## config.mk

```make
export PLATFORM = sky130hd
export DESIGN_NAME = encoder83_seq
export DESIGN_NICKNAME = d
export VERILOG_FILES = /design/src/rtl/encoder83_seq.sv
export SDC_FILE = /design/constraint.sdc
export NUM_CORES = 1
export LEC_CHECK = 0
export CAP_MARGIN = 20
export CORE_MARGIN = 3
export CORE_UTILIZATION = 44
export CTS_CLUSTER_SIZE = 28
export DETAILED_ROUTE_END_ITERATION = 10
export GPL_ROUTABILITY_DRIVEN = 0
export PLACE_DENSITY_LB_ADDON = 0.3
export RECOVER_POWER = 25
export SLEW_MARGIN = 0
export SYNTH_ARGS = -nofsm -noshare
export SYNTH_HDL_FRONTEND = slang
export SYNTH_SLANG_ARGS = --single-unit
```

## constraint.sdc

```tcl
create_clock -name clk -period 1.8 [get_ports clk]
set_input_delay 0.27 -clock clk [delete_from_list [all_inputs] [get_ports clk]]
set_output_delay 0.27 -clock clk [all_outputs]
set_load 0.005 [all_outputs]
```

## src/rtl/encoder83_seq.sv

```systemverilog
// encoder83_seq -- sequential 8-to-3 priority encoder.
//
// Captures a multi-hot request vector on an accepted load, then emits the
// index of each set bit, highest index first, one per valid/ready transfer.
//
// Optional feature macro: ENC_COUNT_EN (adds out_cnt = popcount of captured din).
//
// Ports:
//   clk       rising-edge clock
//   rst_n     asynchronous active-low reset
//   load      capture request, accepted only while in_ready=1
//   din       request vector sampled on an accepted load
//   in_ready  block idle, able to accept load
//   out_valid out_code holds a valid index
//   out_ready consumer accepts out_code this cycle
//   out_code  index of highest set pending bit
//   out_last  out_code is the final set bit of the vector
//   done      one-cycle pulse when a captured vector is fully drained
//   zero      one-cycle pulse with done when the captured din was all zeros
//   out_cnt   (ENC_COUNT_EN only) number of set bits in the captured din
module encoder83_seq #(
    parameter int WIDTH = 8,
    parameter int IW    = 3
) (
    input  logic             clk,
    input  logic             rst_n,
    input  logic             load,
    input  logic [WIDTH-1:0] din,
    output logic             in_ready,
    output logic             out_valid,
    input  logic             out_ready,
    output logic [IW-1:0]    out_code,
    output logic             out_last,
    output logic             done,
    output logic             zero
`ifdef ENC_COUNT_EN
    ,
    output logic [IW:0]      out_cnt
`endif
);

    typedef enum logic {
        IDLE,
        SCAN
    } state_t;

    state_t           r_state;
    state_t           w_state_nxt;
    logic [WIDTH-1:0] r_pend;
    logic [WIDTH-1:0] w_pend_nxt;
    logic             r_done;
    logic             r_zero;
    logic             w_done_nxt;
    logic             w_zero_nxt;
    logic [IW-1:0]    w_msb;
    logic             w_any;
    logic             w_single;
    logic [WIDTH-1:0] w_code_mask;

    // Highest set bit of the registered pending vector: ascending scan,
    // later (higher) hits overwrite earlier ones.
    always_comb begin
        w_msb = '0;
        for (int unsigned i = 0; i < WIDTH; i++) begin
            if (r_pend[i]) begin
                w_msb = IW'(i);
            end
        end
    end

    always_comb begin
        w_any       = |r_pend;
        // x & (x-1) clears the lowest set bit; zero result means one bit set.
        w_single    = w_any && ((r_pend & (r_pend - WIDTH'(1))) == '0);
        w_code_mask = WIDTH'(1) << w_msb;
    end

    always_ff @(posedge clk or negedge rst_n) begin
        if (!rst_n) begin
            r_state <= IDLE;
            r_pend  <= '0;
            r_done  <= 1'b0;
            r_zero  <= 1'b0;
        end else begin
            r_state <= w_state_nxt;
            r_pend  <= w_pend_nxt;
            r_done  <= w_done_nxt;
            r_zero  <= w_zero_nxt;
        end
    end

    always_comb begin
        w_state_nxt = r_state;
        w_pend_nxt  = r_pend;
        w_done_nxt  = 1'b0;
        w_zero_nxt  = 1'b0;
        case (r_state)
            IDLE: begin
                if (load) begin
                    w_pend_nxt = din;
                    if (din != '0) begin
                        w_state_nxt = SCAN;
                    end else begin
                        w_done_nxt = 1'b1;
                        w_zero_nxt = 1'b1;
                    end
                end
            end
            SCAN: begin
                if (out_ready) begin
                    w_pend_nxt = r_pend & ~w_code_mask;
                    if (w_single) begin
                        w_state_nxt = IDLE;
                        w_done_nxt  = 1'b1;
                    end
                end
            end
            default: w_state_nxt = IDLE;
        endcase
    end

    always_comb begin
        in_ready  = (r_state == IDLE);
        out_valid = (r_state == SCAN);
        out_code  = out_valid ? w_msb : '0;
        out_last  = out_valid && w_single;
        done      = r_done;
        zero      = r_zero;
    end

`ifdef ENC_COUNT_EN
    logic [IW:0] r_cnt;
    logic [IW:0] w_cnt;

    always_comb begin
        w_cnt = '0;
        for (int unsigned i = 0; i < WIDTH; i++) begin
            w_cnt = w_cnt + (IW+1)'(din[i]);
        end
    end

    always_ff @(posedge clk or negedge rst_n) begin
        if (!rst_n) begin
            r_cnt <= '0;
        end else if (r_state == IDLE && load) begin
            r_cnt <= w_cnt;
        end
    end

    assign out_cnt = r_cnt;
`endif

endmodule

```

==> results.py, run 1 <==
metrics = {
    "floorplanning": {
        "die_x_microns": 44.1,
        "io_pins": 20,
        "start_util_pct": 47.9,
        "core_area_sq_mm": 0.00133,
        "fp.dieH_microns": 44.1,
        "design.die.area_sq_mm": 0.00195,
        "rows": 13,
    },
    "timing": {
        "tightest_slew_ns": 0.508,
        "fin_crit_ns": 1.98,
        "timing.hold.ws_ns": 0.387,
        "slew_headroom_pct": 66.0,
        "finalCritPeriodShare_pct": 110,
        "drv_slew": 0,
        "fin_ws_ns": -0.179,
        "clock-skew-final_ns": 0.00991,
        "hold_violations": 0,
        "max_clock_freq_mhz": 505,
        "setup_violations": 1,
        "rsz0062_at_grt": "true",
    },
    "status": {
        "status": "finished with violations",
        "failed_checks": "negative setup slack",
    },
    "synth": {
        "synthArstFlopShare_pct": 100,
        "yosysUniqueCellTypes": 27,
        "synth_top_flop_cell": "dfrtp_1",
        "syn_area_sq_um": 639,
        "yosysWarnings": 0,
        "syn-num-nets": 81,
        "synth-edff-count": 0,
        "synthCells": 69,
        "synth.avg_cell_area_sq_um": 9.27,
        "ys_ff_latch": 11,
        "synth-seq-area-share_pct": 43.1,
    },
    "clock_network": {
        "ctsLongestPathBuffers": 2,
        "ctsRootBufferMaster": "clkbuf_4",
        "path_clk_slew_ns": 0.07,
        "cts_tree": "built",
        "h-tree-depth": 1,
        "insertion_delay_ns": 0.28,
        "numCtsBuffers": 3,
        "clkSinkCount": 11,
    },
    "routing": {
        "routed-via-count": 779,
        "first_iter_violations": 54,
        "ant_nets": 0,
        "detail_route.vias_per_cell": 6.04,
        "drc": 0,
        "first_pass_iters": 4,
        "finalWirelength_microns": 2330,
        "wl_per_cell_microns": 18.1,
    },
    "placed_design": {
        "place_hpwl_microns": 1530,
        "dpl_cell_area_sq_um": 983,
        "numPortBuffers": 19,
        "place_inst": 120,
    },
    "finish": {
        "n_antenna_cell": 0,
        "fin_cells": 129,
        "final_util_pct": 83.0,
        "final_nets": 127,
        "fillers": 75,
        "mostFrequentLayoutCell": "buf_4",
        "drive_gt1_share_pct": 40.4,
        "final_area_sq_mm": 0.00111,
        "areaGrowthSynthToFinish_pct": 73.2,
        "layout_common_cells": "21 x buf_4, 14 x clkdlybuf4s50_1, 8 x a21oi_1, 8 x dfrtp_1, 6 x nand2_1",
    },
    "power": {
        "power_w": 0.00205,
        "ir_drop_mv": 1.08,
        "p_per_area_mw_per_mm2": 1850,
        "power.leakage_nw": 0.522,
    },
    "critical_path": {
        "startpoint_type": "register",
        "worstPathRequired_ns": 1.53,
        "critPathKind": "register to primary output",
        "critPathMaxFanout": 5,
        "endpoint_kind": "primary output",
        "cp.arrival_ns": 1.71,
    },
    "job": {
        "maxCapViolations": 0,
    },
    "grt": {
        "track_usage_pct": 24.0,
        "grt.overflow.total": 0,
        "grt_start_max_net_pins": 12,
        "antenna_found_initial": 0,
        "grt_first_pass_wirelength_microns": 3310,
        "grt_pass1_vias": 754,
    },
    "worst_hold_path": {
        "hold_class": "input port to asynchronous set/reset pin",
    },
}
final cells by class:
| type | instances | area, sq um | share of cell area (%) |
|---|---|---|---|
| repair buffers | 43 | 377 | 34.0 |
| clock buffers | 4 | 26.3 | 2.37 |
| flip-flops and latches | 11 | 279 | 25.2 |
| inverters | 5 | 18.8 | 1.69 |
| well taps | 15 | 18.8 | 1.69 |
| multi-input cells | 51 | 388 | 35.0 |
state kept, by name, indices dropped and copies added (netlist names):
signal / cells
r_pend: 8
done: 1
out_valid: 1
zero: 1
routing by layer:
layer  GRT usage (%)  part of all wire, %  vias to the layer above
met5               0                    0                        -
met4            16.3                  1.4                        0
met3            6.91                  7.9                        7
met2            37.2                   50                       44
met1            28.4                   40                      380
li1                -                    -                      348
critical path, cell delays in order (launching register included):
cell and delay [ns]:
dfrtp_1 0.38, buf_6 0.14, maj3_2 0.32, nor3_2 0.16
o22ai_1 0.10, nor3_2 0.17, buf_2 0.15
Yosys cell counts, types with 2 or more instances:
master,n,share of area (%)
nor3_1,3,2.3
dfrtp_1,11,43
clkbuf_1,2,1.2
inv_1,5,2.9
mux2i_1,2,3.1
nor4_1,2,2.0
nand2_1,6,3.5
o21ai_0,5,3.9
a21oi_1,9,7.0
o31ai_1,3,3.5
nor2_1,3,1.8
a22o_1,3,4.1
logic make-up (layout without fill, tap and decap cells):
| group | Yosys count | after routing | synth area share, % |
|---|---|---|---|
| flops | 11 | 11 | 43.1 |
| compound gates | 26 | 26 | 28.8 |
| mux | 2 | 2 | 3.13 |
| buf+inv | 7 | 52 | 4.11 |
| simple gates | 22 | 22 | 19.4 |
| fa+ha+maj | 1 | 1 | 1.57 |
per-stage QoR:
| stage | setup slack, ns | setup TNS [ns] |
|---|---|---|
| 6_report | -0.179 | -0.179 |
| 5_1_grt | -0.284 | -0.284 |
| 4_1_cts | -0.250 | -0.573 |
| 3_5_place_dp | -0.391 | -0.435 |
| 3_3_place_gp | -0.390 | -0.441 |
| 2_1_floorplan | 0.111 | 0 |
power breakdown:
part	leakage, nW	switching, W	internal (W)	total (W)
sequential	0.137	0.0000971	0.000341	0.000438
clock	0.0150	0.0000889	0.0000862	0.000175
combinational	0.369	0.000640	0.000793	0.00143
total	0.522	0.000826	0.00122	0.00205
path summary, 6_finish.rpt:
path	slack, ns	to	startpoint	cells after the start
worst min register to register	0.63	r_pend[0]$_DFFE_PN0P_	r_pend[0]$_DFFE_PN0P_	2
worst max register to register	0.09	r_pend[1]$_DFFE_PN0P_	r_pend[2]$_DFFE_PN0P_	7
worst min-delay path	0.39	zero$_DFF_PN0_	rst_n	1
worst max-delay path	-0.18	out_last	r_pend[4]$_DFFE_PN0P_	6
min in group clk	0.59	r_pend[3]$_DFFE_PN0P_	din[3]	3
max in group asynchronous	1.03	r_pend[5]$_DFFE_PN0P_	rst_n	1
repair_timing:
| action | CTS | global route |
|---|---|---|
| pin swaps | 5 | 5 |
| hold buffers | 0 | 0 |
| gates resized for setup | 12 | 14 |
| gates cloned | 0 | 0 |
| buffers inserted | 3 | 2 |
| setup endpoints to repair | 4 | 4 |
No activity file was read; power rests on OpenSTA's default activity.
==> inputs of run 2 (changes only) <==
--- a/config.mk
+++ b/config.mk
@@ -13,6 +13,7 @@
 export GPL_ROUTABILITY_DRIVEN = 0
 export PLACE_DENSITY_LB_ADDON = 0.3
 export RECOVER_POWER = 25
+export SKIP_CTS_REPAIR_TIMING = 1
 export SLEW_MARGIN = 0
 export SYNTH_ARGS = -nofsm -noshare
 export SYNTH_HDL_FRONTEND = slang
==> run 2 against run 1 <==
The flow still finishes with violations (negative setup slack). Clock-buffer cell count is the same. Fmax down 3.3%. Design area is 2.8% lower. Global-route usage down 1.3 points. Critical path type unchanged.
==> results.py, run 2 (synthesis results as in run 1) <==
metrics = {
    "timing": {
        "max_clock_freq_mhz": 489,
        "fin_ws_ns": -0.247,
        "hold_violations": 0,
        "finalCritPeriodShare_pct": 114,
        "fin_crit_ns": 2.05,
        "clock-skew-final_ns": 0.00714,
        "tightest_slew_ns": 0.509,
        "setup_violations": 1,
        "drv_slew": 0,
        "rsz0062_at_grt": "true",
        "slew_headroom_pct": 66.0,
    },
    "critical_path": {
        "critPathMaxFanout": 3,
        "r2r_slack_ns": 0.13,
        "worstPathRequired_ns": 1.53,
        "cp.arrival_ns": 1.78,
        "startpoint_type": "register",
        "path_delay_family": "simple AND/OR/NAND/NOR gates",
        "critPathSlowestCell": "dfrtp_1",
        "endpoint_kind": "primary output",
        "cpPeakStageDelay_ns": 0.38,
        "r2r_start": "r_pend[2]$_DFFE_PN0P_",
        "crit_path_start": "r_pend[0]$_DFFE_PN0P_",
        "critPathBufInv": 2,
        "path_cells": "buf_4 -> maj3_2 -> nor3_2 -> o22ai_1 -> nor3_2 -> buf_2",
        "critical_path.most_common_cell": "nor3_2",
        "critPathKind": "register to primary output",
    },
    "finish": {
        "drive_gt1_share_pct": 35.7,
        "areaGrowthSynthToFinish_pct": 68.3,
        "n_antenna_cell": 0,
        "largest_reg_flops": 8,
        "final_area_sq_mm": 0.00108,
        "mostFrequentLayoutCell": "buf_4",
        "layout_common_cells": "21 x buf_4, 14 x clkdlybuf4s50_1, 8 x a21oi_1, 8 x dfrtp_1, 6 x nand2_1",
        "final_nets": 125,
        "fin_cells": 127,
        "top_register": "r_pend",
    },
    "placed_design": {
        "place_inst": 120,
        "numPortBuffers": 19,
        "place_hpwl_microns": 1530,
        "dpl_cell_area_sq_um": 983,
    },
    "grt": {
        "track_usage_pct": 22.7,
        "grt.overflow.total": 0,
        "top_usage_layer": "met2",
        "antenna_found_initial": 0,
        "grt_start_max_net_pins": 12,
        "grt_pass1_vias": 688,
        "grt_use_met2_pct": 36.9,
        "met3_usage_pct": 7.32,
        "met1_usage_pct": 26.6,
        "grt_first_pass_wirelength_microns": 3120,
    },
    "clock_network": {
        "ctsRootBufferMaster": "clkbuf_4",
        "insertion_delay_ns": 0.28,
        "path_clk_slew_ns": 0.07,
        "clkSinkCount": 11,
        "ctsLongestPathBuffers": 2,
        "numCtsBuffers": 3,
        "cts_tree": "built",
        "h-tree-depth": 1,
    },
    "routing": {
        "drc": 0,
        "routed-via-count": 741,
        "ant_nets": 0,
        "first_iter_violations": 24,
        "detail_route.vias_per_cell": 5.83,
        "finalWirelength_microns": 2040,
        "first_pass_iters": 4,
        "wl_per_cell_microns": 16.1,
    },
    "status": {
        "failed_checks": "negative setup slack",
        "status": "finished with violations",
    },
    "power": {
        "ir_drop_mv": 1.22,
        "p_per_area_mw_per_mm2": 1800,
        "power.leakage_nw": 0.514,
    },
    "floorplanning": {
        "design.die.area_sq_mm": 0.00195,
        "io_pins": 20,
        "die_x_microns": 44.1,
        "fp.dieH_microns": 44.1,
        "rows": 13,
        "start_util_pct": 47.9,
        "core_area_sq_mm": 0.00133,
    },
    "job": {
        "maxCapViolations": 0,
    },
    "worst_hold_path": {
        "hold_class": "input port to asynchronous set/reset pin",
    },
}
run 2: cell types whose count changed in the layout (fill, tap and decap cells not counted):
cell	before	now
dlymetal6s2s_1	2	3
nand2b_4	1	0
clkbuf_2	1	0
nor4b_2	1	0
nor4b_1	0	1
nor2_2	3	2
nand2b_1	0	1
nor2_1	0	1
buf_6	3	1
run 2: final cells by class:
| type | count | area [sq um] |
|---|---|---|
| multi-input cells | 51 | 372 |
| repair buffers | 41 | 362 |
| flip-flops and latches | 11 | 279 |
| fillers | 86 | 258 |
| clock buffers | 4 | 26.3 |
| inverters | 5 | 18.8 |
| well taps | 15 | 18.8 |
run 2: metrics by stage:
step	setup WS [ns]	setup TNS (ns)	util [%]	hold slack [ns]	power, W
2_1_floorplan	0.111	0	-	-0.0256	0.000954
3_3_place_gp	-0.390	-0.441	73.7	0.601	0.00158
3_5_place_dp	-0.391	-0.435	73.7	0.598	0.00161
4_1_cts	-0.709	-1.51	75.7	0.326	0.00180
5_1_grt	-0.332	-0.348	80.7	0.407	0.00205
6_report	-0.247	-0.247	80.7	0.389	0.00193
run 2: final timing paths:
path,endpoint,cells past startpoint
min,zero$_DFF_PN0_,1
max reg2reg,r_pend[1]$_DFFE_PN0P_,7
max in group asynchronous,r_pend[5]$_DFFE_PN0P_,1
max,out_last,6
min in group clk,r_pend[3]$_DFFE_PN0P_,3
min reg2reg,r_pend[0]$_DFFE_PN0P_,2
run 2: metal layers:
metal,share of wire (%),routed length [microns],up-vias
met1,42,857,366
met3,5.5,113,6
met4,2.3,46,0
met2,50,1030,27
met5,0,0,-
li1,-,-,342
run 2: power breakdown:
group,internal [W],switching [W]
Sequential,0.000341,0.0000926
Combinational,0.000753,0.000574
Clock,0.0000862,0.0000868
run 2: worst register-to-register path: stages, from the launching register on:
cell      delay (ns)
dfrtp_2         0.43
nand2b_1        0.19
a21oi_2         0.16
o31ai_2         0.09
buf_4           0.15
buf_4           0.13
nor3_1          0.27
a21oi_1         0.12
